[src/rtl/isqrt_arb_pkg.sv]
// Shared widths and helpers for the isqrt sharing arbiter.
// Latency: n/a (types and constants only).
// Backpressure: n/a. Optional feature macro: ISQRT_ARB_FIXED_PRIO_EN (used by isqrt_share_arb).
package isqrt_arb_pkg;

  // Operand and root widths of the shared isqrt unit.
  localparam int ARG_W = 32;
  localparam int RES_W = 16;

  // Requester index width; at least one bit so a tag always has an idx field.
  // The tag_t struct {vld, idx[IDX_W-1:0]} is declared where N_REQ is known
  // (isqrt_arb_tag_pipe), because its width follows that parameter.
  function automatic int idx_width(input int n_req);
    return (n_req > 1) ? $clog2(n_req) : 1;
  endfunction

endpackage

[src/rtl/isqrt_arb_tag_pipe.sv]
// Tag shift register carrying {vld, requester idx} alongside the isqrt pipeline.
// Latency: DEPTH cycles from in_* to out_*.
// Backpressure: none; shifts every cycle, idx field only moves with a valid tag.
module isqrt_arb_tag_pipe #(
  parameter int DEPTH = 16,
  parameter int IDX_W = 2
) (
  input  logic             clk,
  input  logic             rst,
  input  logic             in_vld,
  input  logic [IDX_W-1:0] in_idx,
  output logic             out_vld,
  output logic [IDX_W-1:0] out_idx
);

  typedef struct packed {
    logic             vld;
    logic [IDX_W-1:0] idx;
  } tag_t;

  tag_t [DEPTH-1:0] stage;

  // Valid bits shift every cycle; idx is only clocked where a valid tag arrives.
  always_ff @(posedge clk or posedge rst) begin
    if (rst) begin
      stage <= '0;
    end else begin
      stage[0].vld <= in_vld;
      if (in_vld) begin
        stage[0].idx <= in_idx;
      end
      for (int k = 1; k < DEPTH; k++) begin
        stage[k].vld <= stage[k-1].vld;
        if (stage[k-1].vld) begin
          stage[k].idx <= stage[k-1].idx;
        end
      end
    end
  end

  assign out_vld = stage[DEPTH-1].vld;
  assign out_idx = stage[DEPTH-1].idx;

endmodule

[src/rtl/isqrt_share_arb.sv]
// Shares one pipelined isqrt among N_REQ requesters and routes each root back to its issuer.
// Latency: request accepted in cycle T -> resp_vld registered at edge T+ISQRT_LATENCY+1.
// Backpressure: one grant per cycle (round-robin, or fixed priority with ISQRT_ARB_FIXED_PRIO_EN); no stall on return.
module isqrt_share_arb
  import isqrt_arb_pkg::*;
#(
  parameter int N_REQ         = 3,
  parameter int ISQRT_LATENCY = 16
) (
  input  logic                   clk,
  input  logic                   rst,
  input  logic [N_REQ-1:0]       req_vld,
  input  logic [N_REQ*ARG_W-1:0] req_x,
  output logic [N_REQ-1:0]       req_rdy,
  output logic [N_REQ-1:0]       resp_vld,
  output logic [N_REQ*RES_W-1:0] resp_y,
  output logic                   isq_x_vld,
  output logic [ARG_W-1:0]       isq_x,
  input  logic                   isq_y_vld,
  input  logic [RES_W-1:0]       isq_y,
  output logic                   tag_err
);

  localparam int IDX_W = idx_width(N_REQ);

  logic [IDX_W-1:0] ptr;
  logic             gnt_any;
  logic [IDX_W-1:0] gnt_idx;
  logic [N_REQ-1:0] gnt_vec;
  logic [ARG_W-1:0] gnt_x;
  logic [ARG_W-1:0] isq_x_last;
  logic             tag_last_vld;
  logic [IDX_W-1:0] tag_last_idx;

  // First requesting index at or above ptr, wrapping; at most one grant.
  always_comb begin
    int cand;
    gnt_any = 1'b0;
    gnt_idx = '0;
    gnt_vec = '0;
    cand    = 0;
    for (int off = 0; off < N_REQ; off++) begin
      cand = int'(ptr) + off;
      if (cand >= N_REQ) begin
        cand = cand - N_REQ;
      end
      if (!gnt_any && req_vld[cand]) begin
        gnt_any       = 1'b1;
        gnt_idx       = IDX_W'(cand);
        gnt_vec[cand] = 1'b1;
      end
    end
  end

  assign req_rdy = gnt_vec;

`ifdef ISQRT_ARB_FIXED_PRIO_EN
  // Fixed priority: search always starts at requester 0.
  assign ptr = '0;
`else
  logic [IDX_W-1:0] ptr_nxt;

  // Next search start is the requester just after the one granted.
  always_comb begin
    ptr_nxt = gnt_idx + IDX_W'(1);
    if (gnt_idx == IDX_W'(N_REQ - 1)) begin
      ptr_nxt = '0;
    end
  end

  // Pointer only advances on a grant so an idle cycle keeps the rotation.
  always_ff @(posedge clk or posedge rst) begin
    if (rst) begin
      ptr <= '0;
    end else if (gnt_any) begin
      ptr <= ptr_nxt;
    end
  end
`endif

  // Operand of the granted requester.
  always_comb begin
    gnt_x = '0;
    for (int i = 0; i < N_REQ; i++) begin
      if (gnt_vec[i]) begin
        gnt_x = req_x[i*ARG_W +: ARG_W];
      end
    end
  end

  // Remember the last issued operand so isq_x does not toggle while idle.
  always_ff @(posedge clk or posedge rst) begin
    if (rst) begin
      isq_x_last <= '0;
    end else if (gnt_any) begin
      isq_x_last <= gnt_x;
    end
  end

  assign isq_x_vld = gnt_any;
  assign isq_x     = gnt_any ? gnt_x : isq_x_last;

  isqrt_arb_tag_pipe #(
    .DEPTH (ISQRT_LATENCY),
    .IDX_W (IDX_W)
  ) u_tag_pipe (
    .clk     (clk),
    .rst     (rst),
    .in_vld  (gnt_any),
    .in_idx  (gnt_idx),
    .out_vld (tag_last_vld),
    .out_idx (tag_last_idx)
  );

  // Route the returning root to the tagged requester; a vld disagreement is sticky and suppresses the response.
  always_ff @(posedge clk or posedge rst) begin
    if (rst) begin
      resp_vld <= '0;
      resp_y   <= '0;
      tag_err  <= 1'b0;
    end else begin
      resp_vld <= '0;
      if (tag_last_vld != isq_y_vld) begin
        tag_err <= 1'b1;
      end else if (tag_last_vld) begin
        for (int i = 0; i < N_REQ; i++) begin
          if (tag_last_idx == IDX_W'(i)) begin
            resp_vld[i]                <= 1'b1;
            resp_y[i*RES_W +: RES_W]   <= isq_y;
          end
        end
      end
    end
  end

endmodule

[config.mk]
export PLATFORM = sky130hd
export DESIGN_NAME = isqrt_share_arb
export DESIGN_NICKNAME = d
export VERILOG_FILES = /design/src/rtl/isqrt_arb_pkg.sv /design/src/rtl/isqrt_arb_tag_pipe.sv /design/src/rtl/isqrt_share_arb.sv
export SDC_FILE = /design/constraint.sdc
export NUM_CORES = 1
export LEC_CHECK = 0
export BUFFER_PORTS_ARGS = -buffer_cell sky130_fd_sc_hd__clkbuf_2
export CAP_MARGIN = 10
export CORE_ASPECT_RATIO = 1.5
export CORE_MARGIN = 4
export CORE_UTILIZATION = 28
export CTS_CLUSTER_DIAMETER = 150
export CTS_CLUSTER_SIZE = 14
export DETAILED_ROUTE_END_ITERATION = 8
export GPL_ROUTABILITY_DRIVEN = 0
export GPL_TIMING_DRIVEN = 0
export PLACE_DENSITY = 0.5
export SKIP_LAST_GASP = 1
export SLEW_MARGIN = 20
export SYNTH_ARGS = -nofsm -noshare
export SYNTH_HDL_FRONTEND = slang
export SYNTH_SLANG_ARGS = --single-unit
[constraint.sdc]
create_clock -name clk -period 12.5 [get_ports clk]
set_clock_uncertainty 0.05 [all_clocks]
set_input_delay 1.875 -clock clk [delete_from_list [all_inputs] [get_ports clk]]
set_output_delay 1.875 -clock clk [all_outputs]
set_load 0.01 [all_outputs]
### Word-level counts from Yosys, hierarchy flattened

Cells that the tools add are included.

* flip-flop bits (word level): 134
* input bits: 118
* output and inout bits: 88
* word-level logic and storage cells: 109

* bitwise operators: 3
* add/sub/neg operators: 6
* multiplexer cells: 37
* equal/unequal tests: 4
* magnitude comparators: 9
* reductions and logical operators: 11

Operators with widths (number)
* $mux 32: 7
* $ge 32x1->1 const B: 3
* $lt 32x4->1 const B: 3
* $mux 1: 15
* $mux 3: 5
* $reduce_and 3->1: 3
* $mux 2: 4
* $sub 3x2->4 const B: 2
* $bmux 1 s2: 3
* $demux 1 s2: 3
* $ge 3x2->1 const B: 2
* $or 3x3->3: 2
* $logic_and 1x1->1: 5
* $eq 2x2->1 const B: 2
* $add 2x1->3 const B: 1
* $add 2x2->3 const B: 1
* $sub 2x2->3 const B: 1
* $add 2x1->2 const B: 1
* $eq 2x1->1 const B: 1
* $ge 2x2->1 const B: 1
* $logic_not 1->1: 2
* $logic_not 2->1: 1
* $ne 1x1->1: 1
* $not 1->1: 1

### Logic depth before layout (Yosys ltp)

Gate-level depths: netlist of the first run.

* depth in word-level cells: 16
* depth in mapped cells: 11
* mapped depth without buffers: 9

### Cells and area by module

From an unflattened synthesis of the first run, not the netlist that was laid out.

* cells, all modules: 446
* area, all modules: 5918.2 sq um

By module, submodules not included
* isqrt_share_arb: area each 4337.9 sq um, instances 1, cells each 363, seq. area each 2152.1 sq um
* isqrt_arb_tag_pipe: area each 1580.3 sq um, instances 1, cells each 83, seq. area each 1201.2 sq um

### Least setup slack after synthesis of the first run

Ideal clock, no wire load.

* kind: input to output
* start point: input port req_vld[2]
* end point: output port isq_x[10]
* path slack: 7.169 ns
* data required time: 10.575 ns
* arrival: 3.406 ns
* cell stages on the path: 8
* path buffers: 2
* cell sequence: buf_2 > mux2_2 > nor2_2 > a2111oi_2 > a221oi_4 > buf_6 > nand3_2 > a31oi_1

* cells in the longest elaborated chain, start to end: 14
* elaborated cells on any way between the ends: 25
* classes of those cells: mux: 19; bitwise: 2; reduce/logical: 4

RTL lines
* start, declared: RTL line isqrt_share_arb.sv:12 `input logic [N_REQ-1:0] req_vld,`
* $bmux 1 s2: RTL line isqrt_share_arb.sv:47 `if (!gnt_any && req_vld[cand]) begin`
* $mux 1 (not written as such) (2 in a row): RTL line isqrt_share_arb.sv:47
* $mux 1: RTL line isqrt_share_arb.sv:47
* $logic_not 1->1: RTL line isqrt_share_arb.sv:47
* $logic_and 1x1->1: RTL line isqrt_share_arb.sv:47
* $mux 1: RTL line isqrt_share_arb.sv:47
* $logic_not 1->1: RTL line isqrt_share_arb.sv:47
* $logic_and 1x1->1: RTL line isqrt_share_arb.sv:47
* $mux 3: RTL line isqrt_share_arb.sv:47
* $mux 32 (3 in a row): RTL line isqrt_share_arb.sv:85 `if (gnt_vec[i]) begin`
* $mux 32 (*)
* end, declared: RTL line isqrt_share_arb.sv:18 `output logic [ARG_W-1:0] isq_x,`

Every way passes the cells marked *; elsewhere a longest branch is shown, timed or not. The select of a mux whose other input is x is not followed.

### Worst setup path in the final report of the first run

* start point: input port req_vld[1]
* end point: output port isq_x[18]

The elaborated chain is that of the path after synthesis.

==> out/metrics.yaml, run 1 <==
worst_setup_path:
  cp-end-kind: "primary output"
  reg2regPathDepth: 10
  r2r-start: "ptr[0]"
  crit_start: "req_vld[1]"
  r2r_slack_ns: 9.71
  arrival_ns: 4.04
  crit_fanout: 10
  start_kind: "input pin"
  crit_type: "in -> out"
  cp.required_ns: 10.57
  cp-endpoint: "isq_x[18]"
  r2r-end: "isq_x_last[17]"
clock_network:
  htree_levels: 4
  cts_buffers: 17
  cts_root_buffer: "clkbuf_16"
  insertion_delay_ns: 0.41
  clock_path_buffers: 2
  cts_resized: 0
  cts_tree: "done"
  cts_setup_buffers: 0
  clock_sinks: 134
  cts_hold_buf: 0
  clkTransAtPathRegs_ns: 0.06
global_route:
  grt_max_degree: 87
  gr-usage-met1_pct: 14.7
  busiest_layer: "met2"
  globalRouteMet3Util_pct: 4.77
  grt_pass1_wl_um: 24300
  grtUsageMet2_pct: 24.3
  grt_antenna_before_repair: 0
  grtUsageTotal_pct: 13.5
  overflow: 0
  grt_pass1_vias: 5030
synth:
  synth_seq_cells: 134
  yosysUniqueCellTypes: 42
  syn-mean-instance-area_sq_um: 11.9
  synth.most_common_cell: "dfrtp_1"
  synth-edff-count: 0
  yosys-top-cells-area: "dfrtp_1 59%, mux2_2 13%, nand2_1 5.9%"
  syn_nets: 595
  seq_area_frac_synth_pct: 59.5
  ys_warn_count: 0
  synthTopCellsByCount: "134 x dfrtp_1, 88 x nand2_1, 63 x mux2_2"
  postSynthCellCount: 473
  netlist.top_cell.by_area: "dfrtp_1"
  netlist_area_sq_um: 5640
  synth_top_flop_cell: "dfrtp_1"
  synth_top_area_share_pct: 59.5
  synthArstFlopShare_pct: 100
timing:
  slew_headroom_pct: 53.1
  drv_slew: 0
  post-route-min-period_ns: 5.96
  finalHoldViolCount: 0
  grt_setup_unrepaired: "no"
  setup_ws_ns: 6.54
  setup_violations: 0
  tns_ns: 0
  fmax_ghz: 0.168
  worst_slew_pin_slew_ns: 0.697
  finalCritPeriodShare_pct: 47.7
layout:
  drive_gt1_share_pct: 48.2
  layout.nets: 819
  fillers: 1979
  syn_to_final_growth_pct: 34.4
  num_antenna_cells: 0
die:
  core_sq_um: 19800
  die_w_um: 124
  ios: 206
  dieHeight_um: 182
  initial_core_util_pct: 28.5
  fp-row-count: 63
  die_area_sq_um: 22500
routing:
  wl_per_cell_um: 15.5
  ant_nets: 0
  drc: 0
  initialDrtViolationCount: 176
  num_vias: 4606
  viasPerCell: 4.75
  routed_wl_um: 15000
  drt_first_pass_iters: 5
placed_design:
  hpwlAfterDp_um: 11700
  io_buffers: 204
  place_ws_ns: 6.54
power_and_ir_drop:
  p_leak_nw: 3.64
  p_total_w: 0.00251
  p_per_area_nw_per_um2: 331
  ir_drop_mv: 0.180
hold_path:
  hp-class: "reg -> reg"
run:
  cap_viol_max_count: 0
run_status:
  run_status: "complete, no violations"
## per-stage QoR
step	cells	util, %	area [sq um]	hold slack (ns)
after global placement	937	35.3	6980	0.350
after CTS	970	38.3	7570	0.370
after floorplan	473	-	5640	0.340
after detailed placement	938	35.5	7020	0.356
final	970	38.3	7570	0.365
after global routing	970	38.3	7570	0.380
## how the worst min path moves through the flow
| stage | from | endpoint | slack, ns | depth (start not counted) |
|---|---|---|---|---|
| floorplan | u_tag_pipe.stage[44] | u_tag_pipe.out_vld | 0.34 | 0 |
| global placement | u_tag_pipe.stage[44] | u_tag_pipe.out_vld | 0.35 | 0 |
| detailed placement | u_tag_pipe.stage[35] | u_tag_pipe.stage[38] | 0.36 | 0 |
| CTS | u_tag_pipe.stage[35] | u_tag_pipe.stage[38] | 0.37 | 0 |
| global route | u_tag_pipe.stage[35] | u_tag_pipe.stage[38] | 0.38 | 0 |
| finish | u_tag_pipe.stage[35] | u_tag_pipe.stage[38] | 0.36 | 0 |
## routing by layer
metal  share of wire [%]  up-vias
li1                    -     2153
met1                  38     2242
met2                  53      195
met3                 8.2       16
met4                 1.1        0
met5                   0        -
## flip-flops by register name, summed over array words and instances, names as in the netlist
name and flops:
resp_y 48, u_tag_pipe.stage 45, isq_x_last 32, resp_vld 3
ptr 2, u_tag_pipe.out_idx 2, tag_err 1, u_tag_pipe.out_vld 1
## cells by family (layout without fill, tap and decap cells)
| group | count (synthesis) | count (layout) | share of synthesized area (%) |
|---|---|---|---|
| buf+inv | 39 | 276 | 3.51 |
| compound gates | 87 | 87 | 10.4 |
| flops | 134 | 134 | 59.5 |
| mux | 68 | 68 | 13.8 |
| simple gates | 141 | 141 | 11.9 |
| fa+ha+maj | 4 | 4 | 0.888 |
## cell usage in the layout (no fill, tap or decap), types with 3 or more instances in the layout
master / instances
clkbuf_2: 204
dfrtp_1: 134
nand2_1: 88
mux2_2: 63
a31oi_1: 34
o22ai_1: 32
nand3_1: 24
buf_2: 17
clkbuf_16: 17
nand3_2: 10
inv_1: 9
clkbuf_1: 6
o21ai_0: 6
clkinv_2: 5
nor2_1: 4
ha_1: 4
clkinv_4: 4
nand2b_1: 3
buf_6: 3
a21oi_1: 3
mux2i_1: 3
clkinvlp_4: 3
## critical path: stages
cell      delay (ns)
clkbuf_2        0.18
nand2b_1        0.17
o21ai_0         0.61
mux2i_4         0.19
inv_1           0.21
buf_2           0.27
nand2_1         0.09
a31oi_1         0.24
clkbuf_2        0.20
## report_power, final
group	switching, W	internal (W)	total [W]
Clock	0.000191	0.000274	0.000465
Sequential	0.0000997	0.000651	0.000751
Combinational	0.000751	0.000542	0.00129
## final cells by class
type | count | area (sq um) | share of cell area (%)
inverters | 11 | 48.8 | 0.644
repair buffers | 205 | 1050 | 13.8
flip-flops and latches | 134 | 3350 | 44.3
plain buffers | 28 | 156 | 2.07
well taps | 260 | 325 | 4.30
clock inverters | 15 | 130 | 1.72
multi-input cells | 300 | 2090 | 27.5
clock buffers | 17 | 425 | 5.62
Note: power is estimated with default switching activity, not from simulation.
==> inputs of run 2 (changes only) <==
- ABC_AREA: not set -> 1
- clock period: 12.5 -> 5.6 ns (I/O delays scaled with it)
==> out/metrics.yaml, run 2 <==
placed_design:
  io_buffers: 205
  hpwlAfterDp_um: 12800
  place_ws_ns: 2.24
  dp.cells: 1149
layout:
  regMostFlops: "resp_y"
  register_area_sq_um: 3350
  drive_gt1_share_pct: 30.0
  final_common_cell: "nand2_1"
  syn_to_final_growth_pct: 34.1
  num_antenna_cells: 0
  reg_top3: "resp_y (48), u_tag_pipe.stage (45), isq_x_last (32)"
  fin_cells: 1181
  multi_input_area_sq_um: 1930
  largest_register_ffs: 48
  layout.nets: 1026
  final_cell_mix: "239 x nand2_1, 205 x clkbuf_2, 134 x dfrtp_1"
  fillers: 2200
synth:
  synth.area.mux_share_pct: 0.585
  ys_warn_count: 0
  synth.most_common_cell: "nand2_1"
  seq_area_frac_synth_pct: 58.0
  netlist.top_cell.by_area: "dfrtp_1"
  yosysUniqueCellTypes: 24
  postSynthCellCount: 679
  synthArstFlopShare_pct: 100
  synth_fa_ha_area_share_pct: 0.866
  synth-edff-count: 0
  synthXorXnorAreaFrac_pct: 0
  yosys-top-cells-area: "dfrtp_1 58%, nand2_1 16%, o21ai_0 5.7%"
  synth_top_family_by_area: "simple AND/OR/NAND/NOR gates"
  syn_nets: 801
  synth_top_area_share_pct: 58.0
  synth-simple-area-share_pct: 21.8
  synthTopCellsByCount: "239 x nand2_1, 134 x dfrtp_1, 78 x inv_1"
  syn-mean-instance-area_sq_um: 8.51
  synth-compound-area-share_pct: 10.1
  synth_top_flop_cell: "dfrtp_1"
  netlist_area_sq_um: 5780
  synth_seq_cells: 134
timing:
  grt_setup_unrepaired: "no"
  finalCritPeriodShare_pct: 66.2
  worst_slew_pin_slew_ns: 0.563
  post-route-min-period_ns: 3.71
  setup_ws_ns: 1.89
  finalHoldViolCount: 0
  drv_slew: 0
  setup_violations: 0
  fmax_ghz: 0.270
  slew_headroom_pct: 62.5
clock_network:
  insertion_delay_ns: 0.42
  cts_resized: 0
  cts_tree: "done"
  cts_buffers: 17
  clock_path_buffers: 2
  clkTransAtPathRegs_ns: 0.06
  cts_hold_buf: 0
  htree_levels: 4
  cts_root_buffer: "clkbuf_16"
  cts_setup_buffers: 0
  clock_sinks: 134
run_status:
  run_status: "complete, no violations"
worst_setup_path:
  crit_type: "reg -> out"
  arrival_ns: 2.82
  cp-end-kind: "primary output"
  crit_fanout: 10
  cp.required_ns: 4.71
  start_kind: "register"
die:
  ios: 206
  dieHeight_um: 184
  fp-row-count: 64
  initial_core_util_pct: 28.4
  die_w_um: 125
  die_area_sq_um: 23000
  core_sq_um: 20300
routing:
  wl_per_cell_um: 14.1
  initialDrtViolationCount: 185
  viasPerCell: 4.32
  routed_wl_um: 16600
  num_vias: 5105
  drc: 0
  drt_first_pass_iters: 4
  ant_nets: 0
power_and_ir_drop:
  pwr-share-comb_pct: 54.2
  p_total_w: 0.00593
  p_sw_share_pct: 46.2
  ir_drop_mv: 0.420
  net-switching-power_w: 0.00274
  seq_power_share_pct: 27.5
  internal_power_w: 0.00319
  p_per_area_nw_per_um2: 765
  p_clk_share_pct: 18.3
  p_leak_nw: 4.29
global_route:
  grt_pass1_wl_um: 27000
  overflow: 0
  grt_antenna_before_repair: 0
  grt_pass1_vias: 5203
  grtUsageTotal_pct: 14.7
  grt_max_degree: 78
hold_path:
  hp-class: "reg -> reg"
run:
  cap_viol_max_count: 0
## run 2: cell types whose count changed after synthesis, moves of 8 or more
cell,delta
nand3_2,-8
inv_1,+68
o21ai_0,+60
o22ai_1,-32
nand3_1,+20
a31oi_1,-33
buf_2,-8
nand2_1,+151
mux2_2,-60
nor2_1,+12
a21oi_1,+42
## run 2: per-stage QoR
step | cell area [sq um] | util (%) | hold WS [ns] | setup TNS (ns)
3_3_place_gp | 7130 | 35.1 | 0.367 | -90.23
4_1_cts | 7750 | 38.1 | 0.387 | 0
2_1_floorplan | 5780 | - | 0.340 | 0
3_5_place_dp | 7170 | 35.2 | 0.373 | 0
5_1_grt | 7750 | 38.1 | 0.395 | 0
6_report | 7750 | 38.1 | 0.380 | 0
## run 2: layout make-up
type / instances / area share, %
well taps: 264 / 4.26
clock buffers: 17 / 5.49
flip-flops and latches: 134 / 43.3
multi-input cells: 431 / 24.9
inverters: 85 / 4.22
clock inverters: 15 / 1.95
repair buffers: 206 / 13.6
plain buffers: 29 / 2.28
## run 2: worst paths after layout
kind,from,endpoint,slack [ns],depth (start not counted)
worst max-delay path,ptr[0],isq_x[10],1.89,14
worst min-delay path,u_tag_pipe.stage[23],u_tag_pipe.stage[26],0.38,0
worst max register to register,ptr[0],isq_x_last[10],3.17,13
worst min register to register,u_tag_pipe.stage[23],u_tag_pipe.stage[26],0.38,0
max in group asynchronous,rst,isq_x_last[19],4.38,3
min in group asynchronous,rst,isq_x_last[27],0.39,2
## run 2: cells by family after synthesis
logic type | after synthesis
buffers and inverters | 114
adder cells (fa/ha/maj) | 4
flip-flops | 134
AO/OA/AOI/OAI | 115
multiplexers | 3
AND/OR/NAND/NOR | 309
## run 2: metal layers
layer / global-route usage (%) / up-vias / share of wire (%)
met5: 0 / - / 0
met4: 5.56 / 0 / 2.0
met3: 3.84 / 20 / 5.9
met2: 25.7 / 168 / 51
met1: 17.3 / 2328 / 41
li1: - / 2589 / -
## run 2: power by group through the flow
stage / logic [W] / clock network [W] / registers [W]
global placement: 0.00326 / 0 / 0.00165
global route: 0.00366 / 0.00116 / 0.00169
finish: 0.00321 / 0.00108 / 0.00163
floorplan: 0.00195 / 0 / 0.00169
detailed placement: 0.00329 / 0 / 0.00165
CTS: 0.00330 / 0.00112 / 0.00164
## run 2: critical path, cell delays in order, from the launching register on
cell and delay [ns]:
dfrtp_1 0.37, inv_1 0.08, ha_1 0.27, buf_2 0.19, inv_2 0.07, nand2_1 0.06
nand3_1 0.09, nand2_2 0.11, nand4_2 0.13, nand3_1 0.17, clkbuf_1 0.43, a21oi_1 0.08
nand2_1 0.08, nand3_1 0.10, clkbuf_2 0.15
